==> src/rtl/serializer_fsm.sv <==
// LSB-first parallel-to-serial converter with valid/ready handshakes on both sides.
// Define SERIALIZER_PARITY_EN to append an even parity bit after each word.
module serializer_fsm #(
  parameter int LENGTH = 24
) (
  input  logic              i_clk,
  input  logic              i_rst,
  input  logic              i_en,
  input  logic [LENGTH-1:0] iv_din,
  input  logic              i_din_valid,
  output logic              o_ready,
  output logic              o_dout,
  output logic              o_dout_valid,
  input  logic              i_ready
);

  localparam int CW = $clog2(LENGTH + 1) + 1;
`ifdef SERIALIZER_PARITY_EN
  localparam int LAST = LENGTH;
`else
  localparam int LAST = LENGTH - 1;
`endif

  typedef enum logic [1:0] {
    S_IDLE  = 2'd0,
    S_SHIFT = 2'd1,
    S_DONE  = 2'd2
  } state_t;

  state_t            r_state, w_state_nxt;
  logic [LENGTH-1:0] r_shreg, w_shreg_nxt;
  logic [CW-1:0]     r_cnt, w_cnt_nxt;
  logic              w_ready_nxt, w_dout_nxt, w_valid_nxt;
`ifdef SERIALIZER_PARITY_EN
  logic              r_par, w_par_nxt;
`endif

  always_ff @(posedge i_clk) begin
    if (i_rst) begin
      r_state      <= S_IDLE;
      r_shreg      <= '0;
      r_cnt        <= '0;
      o_ready      <= 1'b0;
      o_dout       <= 1'b0;
      o_dout_valid <= 1'b0;
`ifdef SERIALIZER_PARITY_EN
      r_par        <= 1'b0;
`endif
    end else if (i_en) begin
      r_state      <= w_state_nxt;
      r_shreg      <= w_shreg_nxt;
      r_cnt        <= w_cnt_nxt;
      o_ready      <= w_ready_nxt;
      o_dout       <= w_dout_nxt;
      o_dout_valid <= w_valid_nxt;
`ifdef SERIALIZER_PARITY_EN
      r_par        <= w_par_nxt;
`endif
    end
  end

  // r_shreg holds the bits not yet presented; o_dout is the bit on the wire.
  always_comb begin
    w_state_nxt = r_state;
    w_shreg_nxt = r_shreg;
    w_cnt_nxt   = r_cnt;
    w_ready_nxt = o_ready;
    w_dout_nxt  = o_dout;
    w_valid_nxt = o_dout_valid;
`ifdef SERIALIZER_PARITY_EN
    w_par_nxt   = r_par;
`endif
    case (r_state)
      S_IDLE: begin
        if (!o_ready) begin
          w_ready_nxt = 1'b1;
        end else if (i_din_valid) begin
          w_shreg_nxt = iv_din >> 1;
          w_cnt_nxt   = '0;
          w_ready_nxt = 1'b0;
          w_dout_nxt  = iv_din[0];
          w_valid_nxt = 1'b1;
          w_state_nxt = S_SHIFT;
`ifdef SERIALIZER_PARITY_EN
          w_par_nxt   = ^iv_din;
`endif
        end
      end
      S_SHIFT: begin
        if (o_dout_valid && i_ready) begin
          if (r_cnt == CW'(LAST)) begin
            w_state_nxt = S_DONE;
            w_valid_nxt = 1'b0;
            w_dout_nxt  = 1'b0;
          end else begin
            w_cnt_nxt   = r_cnt + CW'(1);
            w_shreg_nxt = r_shreg >> 1;
            w_dout_nxt  = r_shreg[0];
`ifdef SERIALIZER_PARITY_EN
            if (r_cnt == CW'(LENGTH - 1))
              w_dout_nxt = r_par;
`endif
          end
        end
      end
      S_DONE: begin
        w_state_nxt = S_IDLE;
        w_ready_nxt = 1'b1;
      end
      default: begin
        w_state_nxt = S_IDLE;
        w_ready_nxt = 1'b0;
        w_dout_nxt  = 1'b0;
        w_valid_nxt = 1'b0;
      end
    endcase
  end

endmodule

==> config.mk <==
export PLATFORM = sky130hd
export DESIGN_NAME = serializer_fsm
export DESIGN_NICKNAME = d
export VERILOG_FILES = /design/src/rtl/serializer_fsm.sv
export SDC_FILE = /design/constraint.sdc
export NUM_CORES = 1
export LEC_CHECK = 0
export BUFFER_PORTS_ARGS = -buffer_cell sky130_fd_sc_hd__buf_2
export CORE_AREA = 2 2 74 76
export DETAILED_ROUTE_END_ITERATION = 10
export DIE_AREA = 0 0 76 78
export GPL_TIMING_DRIVEN = 0
export PLACE_DENSITY_LB_ADDON = 0.12
export SLEW_MARGIN = 20
export SYNTH_ARGS = -nofsm -noshare
export SYNTH_HDL_FRONTEND = slang
export SYNTH_SLANG_ARGS = --single-unit
==> constraint.sdc <==
create_clock -name i_clk -period 1.45 [get_ports i_clk]
set_input_delay 0.2175 -clock i_clk [delete_from_list [all_inputs] [get_ports i_clk]]
set_output_delay 0.2175 -clock i_clk [all_outputs]
set_load 0.01 [all_outputs]
## Word level (Yosys, flattened, before mapping)

Cells that the tools add are included.

- Eq/ne operators: 8
- $add $sub $neg: 1
- Bitwise gates (word level): 2
- Reduce and logical (&&, ||, !) cells: 8
- Muxes and demuxes: 28

Operators with widths:

| operator | number |
|---|---|
| $mux W24 | 4 |
| $pmux W24 S2 | 1 |
| $mux W6 | 4 |
| $pmux W6 S2 | 1 |
| $reduce_and A6 Y1 | 2 |
| $mux W1 | 10 |
| $ne A2 B2 Y1 const B | 5 |
| $reduce_and A5 Y1 | 2 |
| $pmux W1 S3 | 3 |
| $mux W2 | 4 |
| $add A6 B1 Y6 const B | 1 |
| $eq A6 B5 Y1 const B | 1 |
| $pmux W2 S2 | 1 |
| $eq A2 B1 Y1 const B | 1 |
| $eq A2 B2 Y1 const B | 1 |
| $logic_not A2 Y1 | 1 |
| $not A1 Y1 | 2 |
| $reduce_and A2 Y1 | 1 |
| $reduce_bool A2 Y1 | 1 |
| $logic_and A1 B1 Y1 | 1 |

- Register bits after elaboration: 35
- Input port bits: 29
- Word-level logic and storage cells: 53

## Longest topological paths before layout

Gate-level depths: netlist (run 1).

- Word-level depth: 4
- Mapped depth: 6
- Gate-level depth less buffers: 5

## Worst setup path before layout (run 1)

No wires, ideal clock.

- Kind: flip-flop to flip-flop
- Start: register r_cnt[0]
- End: register r_shreg[0]
- Period minus slack after synthesis: 1,583 ps
- Slack: -133 ps
- Arrival time: 1,443 ps
- Stages on the path, launching flop included: 7
- Required time: 1,310 ps
- Path buffers: 1
- Library setup time: 140 ps
- Cell sequence: dfxtp_1 -> ha_1 -> and2_1 -> and3_1 -> nor2_1 -> buf_2 -> a211oi_2

- Cells in the longest elaborated chain, start to end: 3

RTL lines:

| item | line | RTL |
|---|---|---|
| from (decl) | 32 | `logic [CW-1:0] r_cnt, w_cnt_nxt;` |
| from (signal assigned) | 52 | `r_cnt <= w_cnt_nxt;` |
| $eq A6 B5 Y1 | 91 | `if (r_cnt == CW'(LAST)) begin` |
| $ne A2 B2 Y1 (no line) | -- |  |
| $reduce_and A6 Y1 (no line) | -- |  |
| to (signal assigned) | 51 | `r_shreg <= w_shreg_nxt;` |
| to (decl) | 31 | `logic [LENGTH-1:0] r_shreg, w_shreg_nxt;` |

No other way between the ends.
A chain may end at the register's enable or synchronous reset.

## Worst setup path after layout (run 1)

- Start: register r_state[1]
- End: register r_shreg[9]

- Cells in the longest elaborated chain, start to end: 3

RTL lines:

| item | line | RTL |
|---|---|---|
| from (decl) | 30 | `state_t r_state, w_state_nxt;` |
| from (signal assigned) | 50 | `r_state <= w_state_nxt;` |
| $eq A2 B1 Y1 / $logic_not A2 Y1 (equally long branches) | 73 | `case (r_state)` |
| $ne A2 B2 Y1 (no line) / $reduce_bool A2 Y1 (equally long branches) | -- |  |
| $reduce_and A6 Y1 (no line) | -- |  |

Several ways; a longest one is shown, not always the timed one.

==> results of run 1 <==
==> registers in the layout (all words and copies together), names as in the netlist <==
name and flops:
r_shreg 23, o_dout_valid 1, r_cnt 6, r_state 2, o_ready 1, o_dout 1
==> critical path, stage by stage, from the launching register on <==
cell       delay, ps
dfxtp_4          350
and2b_2          250
and3_4           210
buf_8            150
clkbuf_16        160
a21oi_1           60
a211oi_1         190
==> cell type report <==
cell class,count,share of cell area (%)
Tap cell,70,3.62
Clock inverter,2,0.517
Clock buffer,6,3.41
Buffer,15,5.48
Multi-Input combinational cell,127,45.5
Sequential cell,34,28.7
Timing Repair Buffer,45,12.2
Inverter,4,0.620
==> per-stage QoR <==
step,cells,utilization (%),cell area [um2],setup WS [ps]
after floorplan,180,-,1740,8.85
after global placement,280,39.3,1980,-283
after detailed placement,280,39.3,1980,-259
after CTS,293,44.4,2240,-0.000111
after global routing,303,48.0,2420,-64.6
final,303,48.0,2420,-1.62
==> timing repair <==
item | 4_1_cts | 5_1_grt
endpoints found under the setup margin | 24 | 29
buffers inserted | 5 | 7
cloned | 0 | 3
hold buffers | 0 | 0
pin swaps | 2 | 4
gates resized for setup | 39 | 16
endpoints found under the hold margin | 0 | 0
==> power breakdown <==
group	total [mW]	switching, mW	internal [mW]
registers	1.03	0.0425	0.986
clock network	0.736	0.355	0.382
logic	0.393	0.192	0.201
total	2.16	0.589	1.57
==> Yosys cell counts (all sizes together), types with 3 or more instances <==
cell     instances  area share (%)
a2111oi          3             1.9
a211oi          23              13
a21oi           27             7.8
buf              9             3.0
clkbuf           6             1.3
dfxtp           34              39
inv              4            0.87
mux2i           22              13
nand2            9             2.0
nand3            4             1.4
nor2             5             1.1
o21ai            4             1.2
==> cells by family (layout without fill, tap and decap cells) <==
group           count (synthesis)  count (layout)  synth area share [%]
compound gates                 70              70                  30.4
buf+inv                        19              72                  5.21
mux                            24              24                  14.0
simple gates                   32              32                  10.3
flops                          34              34                  39.3
fa+ha+maj                       1               1                 0.723
==> routing by layer <==
layer	up-vias	part of all wire, %
li1	792	-
met1	725	47
met2	31	48
met3	7	4.0
met4	0	1.2
met5	-	0
==> final timing paths <==
check	endpoint	slack (ps)
min reg2reg	o_dout	470
max	r_shreg[9]	-2
min	r_shreg[22]	170
max reg2reg	r_shreg[9]	-2
==> metrics.txt, run 1 <==
Pleak=1.01 nW; Chip Height=78 um; Root Buffer=clkbuf_8; grt peak-use layer=met2; met1 usage=18.1%; commonest cells after routing, fill and taps aside=buf_2 (32), dfxtp_1 (27), mux2i_1 (22); register area share after synthesis=39.3%; routed len/inst=14.5 um; largest net degree at the start of global routing=12; Hold Path Class=primary input to register; wirelength, routed=4390 um; synth warn=0; Layout area overhead=39.9%; clk slew on worst S/H paths=70 ps; hold path startpoint=iv_din[23]; CTS tree=yes; Rows=26; Synth cell types=40; Worst Skew=3.33 ps; worst skew pair latency=280 ps; met2 usage=24.6%; first-pass GRT wire length=6980 um; GR Overflow Total=0; Core ar.=0.00504 mm2; Post-synth EDFFs=0; min cycle time layout=1450 ps; DR pass1 iterations=5; hold path cells=3; R2R Path Start=r_state[1]; vias in the first global route=1,547; Worst Path Max Fanout=7; CP endpoint kind=register; Post-Synthesis Cells=180; via count=1,555; Max Cap Violations=0; multi-input gate area in the final layout=0.00110 mm2; crit path from=r_state[1]; critical path class=register to register; Fin Setup TNS=-1.62 ps; layout cells sized above 1=46.8%; Power Total=2.16 mW; vias per cell=5.13; Register Area=694 um2; drt drc=0; fin. max-slew vios=0; slack of the critical path=-1.62 ps; Inserted Clock Buffers=5; Critical Path Start Type=register; Synth Cell Area=0.00173 mm2; Worst Path Arrival=1660 ps; final hold vios=0; RSZ-0062 raised after global routing=yes; Sink Count=34; Total Routing Usage GR=14.4%; GPL Wtd Cong=0.778; Final ANT Viol Nets=0; initial antenna violation count=0; hpwl dp=2860 um; status=complete, but fails checks; Final #Nets=262; Main synth FF type=dfxtp_1; number of I/O port buffers=30; syn_nets=210; initial core utilization=34.3%; reg2reg path depth=6; Pwr per Cell Area=891 mW/mm2; Detailed Route Iter0 Violations=87; syn_area_per_cell=9.61 um2; CP Data Required Time=1650 ps; Die X=76 um; failing checks=negative setup slack; Max Buffers Root-to-Sink=2; Achievable Freq=689 MHz; num ports=32; number of diodes=0; synthesized flop and latch total=34; # setup viols final=1; final worst-path cycle share=100%; worst slew pin tran=598 ps; Hold Slack=175 ps; met3 Resource Use GR=3.60%; most common cell after layout, fill and taps aside=buf_2; htree depth=2; Rel. slew slack=60.1%; Async S/R FF share, synth=0%; peak supply drop=0.000566 V; fillers=494; die area=0.00593 mm2
Note: power is estimated with default switching activity, not from simulation.
==> run 2: changes to the inputs <==
--- a/config.mk
+++ b/config.mk
@@ -5,10 +5,11 @@
 export SDC_FILE = /design/constraint.sdc
 export NUM_CORES = 1
 export LEC_CHECK = 0
+export ABC_AREA = 1
 export BUFFER_PORTS_ARGS = -buffer_cell sky130_fd_sc_hd__buf_2
-export CORE_AREA = 2 2 74 76
+export CORE_AREA = 2 2 75 77
 export DETAILED_ROUTE_END_ITERATION = 10
-export DIE_AREA = 0 0 76 78
+export DIE_AREA = 0 0 77 79
 export GPL_TIMING_DRIVEN = 0
 export PLACE_DENSITY_LB_ADDON = 0.12
 export SLEW_MARGIN = 20
==> run 2 against run 1 <==
Compared with the run above: the flow now finishes without violations; clock power up 2%; largest cell class unchanged; combinational power barely moved; synthesized area grew 4.5%; clock skew increased by 2.7 ps; critical path type unchanged; power shrank 0.69%; sequential power down 3%; clock-buffer cell count up 1; highest routed layer unchanged; cell count grew 30%; register-to-register slack gained 40 ps; non-clock buffer count rose by 2; die area up 2.6%; sequential share of layout area is 0.25 points higher.
==> metrics.txt, run 2 <==
number of diodes=0 (unchanged); Post-Synthesis Cells=269 (+49%); final hold vios=0 (unchanged); num ports=32 (unchanged); Detailed Route Iter0 Violations=102 (+17%); Worst Skew=6.07 ps (+2.74 ps); top cell type's share of synthesized area=37.6% (-1.7 points); commonest cells in the netlist=nand2_1 (101), dfxtp_1 (34), nand3_1 (33); CP Data Required Time=1640 ps (about the same); layout cells sized above 1=34.4% (-12 points); Top reg by flops=r_shreg; GR Overflow Total=0 (unchanged); CTS tree=yes; vias in the first global route=1,640 (+6.0%); first-pass GRT wire length=7760 um (+11%); Max Cap Violations=0 (unchanged); fillers=610 (+23%); Max Buffers Root-to-Sink=2 (unchanged); multi-input gate area in the final layout=0.00104 mm2 (-5.9%); syn_nets=299 (+42%); Core ar.=0.00534 mm2 (+5.9%); synthesized flop and latch total=34 (unchanged); clock share of power=35.1% (+1.0 points); Power Total=2.14 mW (-0.69%); placed insts=372 (+33%); critical path class=register to register; Total Routing Usage GR=16.0% (+1.6 points); Register Area=691 um2 (-0.54%); Internal Power=1.53 mW (-2.3%); Hold Slack=196 ps (+21.8 ps); Chip Height=79 um (+1.3%); vias per cell=4.62 (-9.9%); hpwl dp=3030 um (+6.0%); register area share after synthesis=37.6% (-1.7 points); Logic pwr share=18.5% (+0.3 points); syn_area_per_cell=6.72 um2 (-30%); peak supply drop=0.000371 V (-34%); Final #Nets=352 (+34%); Synth cell types=23 (-43%); GPL Wtd Cong=0.757 (-2.8%); Root Buffer=clkbuf_8; # setup viols final=0 (-1); Critical Path Start Type=register; RSZ-0062 raised after global routing=yes; biggest registers after layout=r_shreg (23), r_cnt (6), r_state (2); Worst Path Max Fanout=7 (unchanged); via count=1,826 (+17%); Sw Pwr=0.610 mW (+3.6%); initial antenna violation count=0 (unchanged); Achievable Freq=706 MHz (+2.5%); Cell Chain, Critical Path=ha_4 -> nand2_4 -> inv_4 -> nand3_4 -> inv_4 -> nand2_4 -> nand2_4 -> buf_8 -> buf_6 -> o21ai_2 -> nor2_1; Synth Cell Area=0.00181 mm2 (+4.5%); status=finished clean; slack of the critical path=33.7 ps (+35.3 ps); clk slew on worst S/H paths=80 ps (about the same); max reg flops=23 (unchanged); min cycle time layout=1420 ps (-35.3 ps); largest net degree at the start of global routing=11 (-1); pre-CTS setup slack=-148 ps (+111 ps); Die X=77 um (+1.3%); Pwr per Cell Area=898 mW/mm2 (+0.72%); Layout area overhead=32.0%; Worst Path Arrival=1600 ps (-60 ps); CP endpoint kind=register; htree depth=2 (unchanged); Async S/R FF share, synth=0% (unchanged); DR pass1 iterations=6 (+1); Pleak=1.04 nW (+2.8%); routed len/inst=11.6 um (-20%); Main synth FF type=dfxtp_1; WP buf/inv=4 (+2); Sw Ratio=28.5% (+1.2 points); Sink Count=34 (unchanged); Inserted Clock Buffers=5 (unchanged); CP most frequent cell=nand2_4; sequential power share=46.4% (-1.3 points); Rows=27 (+3.8%); drt drc=0 (unchanged); fin. max-slew vios=0 (unchanged); worst skew pair latency=290 ps (about the same); dominant cells by area after synthesis=dfxtp_1 (38%), nand2_1 (21%), nand3_1 (9.1%); wirelength, routed=4570 um (+4.2%); worst slew pin tran=662 ps (+63.2 ps); Post-synth EDFFs=0 (unchanged); critical path's slowest cell=dfxtp_4; initial core utilization=33.9% (-0.45 points); most common cell in the netlist=nand2_1; final worst-path cycle share=97.7% (-2.4 points); number of I/O port buffers=31 (+3.3%); critical path's largest stage delay=360 ps (about the same); synth warn=0 (unchanged); die area=0.00608 mm2 (+2.6%); commonest cells after routing, fill and taps aside=nand2_1 (97), buf_2 (33), nand3_1 (32); fin cells=395 (+30%); Hold Path Class=primary input to register; Rel. slew slack=55.9% (-4.2 points); Crit path max-delay family=flip-flops; most common cell after layout, fill and taps aside=nand2_1; Final ANT Viol Nets=0 (unchanged); area leader, netlist=dfxtp_1
==> run 2: area by class of cell <==
type / instances / share of cell area (%)
Clock inverter: 1 / 0.210
Timing Repair Buffer: 46 / 12.4
Tap cell: 72 / 3.77
Inverter: 12 / 2.20
Buffer: 16 / 5.50
Sequential cell: 34 / 28.9
Multi-Input combinational cell: 207 / 43.4
Clock buffer: 7 / 3.62
==> run 2: layer usage <==
| layer | up-vias | global-route usage [%] | wire length [um] |
|---|---|---|---|
| li1 | 965 | - | - |
| met1 | 819 | 21.2 | 2200 |
| met2 | 37 | 26.0 | 2120 |
| met3 | 5 | 3.98 | 189 |
| met4 | 0 | 4.82 | 57 |
| met5 | - | 0 | 0 |
==> run 2: final timing paths <==
kind / slack (ps) / end / cells after the start / startpoint
worst min-delay path: 200 / r_shreg[22] / 3 / iv_din[23]
worst max register to register: 30 / r_cnt[4] / 11 / r_cnt[1]
worst min register to register: 460 / r_shreg[7] / 2 / r_shreg[7]
worst max-delay path: 30 / r_cnt[4] / 11 / r_cnt[1]
==> run 2: cell families after synthesis <==
| group | Yosys count | synth area share (%) |
|---|---|---|
| and+or+nand+nor | 170 | 41.4 |
| AOI/OAI and AO/OA | 36 | 12.0 |
| buffers and inverters | 28 | 8.23 |
| DFF | 34 | 37.6 |
| adders and majority gates | 1 | 0.692 |
==> run 2: worst min-delay path, cell delays in order <==
cell     delay [ps]
buf_2           100
nand3_1          70
a21oi_1          60
==> run 2: power by group through the flow <==
stage / Sequential (mW) / Combinational (mW) / Clock, mW
5_1_grt: 0.999 / 0.446 / 0.820
2_1_floorplan: 1.02 / 0.235 / 0
3_3_place_gp: 1.02 / 0.340 / 0
6_report: 0.995 / 0.396 / 0.752
3_5_place_dp: 1.02 / 0.341 / 0
4_1_cts: 0.995 / 0.378 / 0.771
==> run 2: what timing repair did <==
item	CTS	global route
gates resized for setup	16	21
gates cloned	1	0
hold buffers	0	0
pin swaps	4	2
setup buffers	10	4
endpoints found under the setup margin	30	31
==> run 2: stage by stage <==
stage | instance area (um2) | TNS (ps) | utilization, %
finish | 2390 | 0 | 44.7
global route | 2390 | -460 | 44.7
CTS | 2290 | 0 | 42.9
detailed placement | 2050 | -2650 | 38.5
global placement | 2050 | -2670 | 38.5
floorplan | 1810 | 0 | -
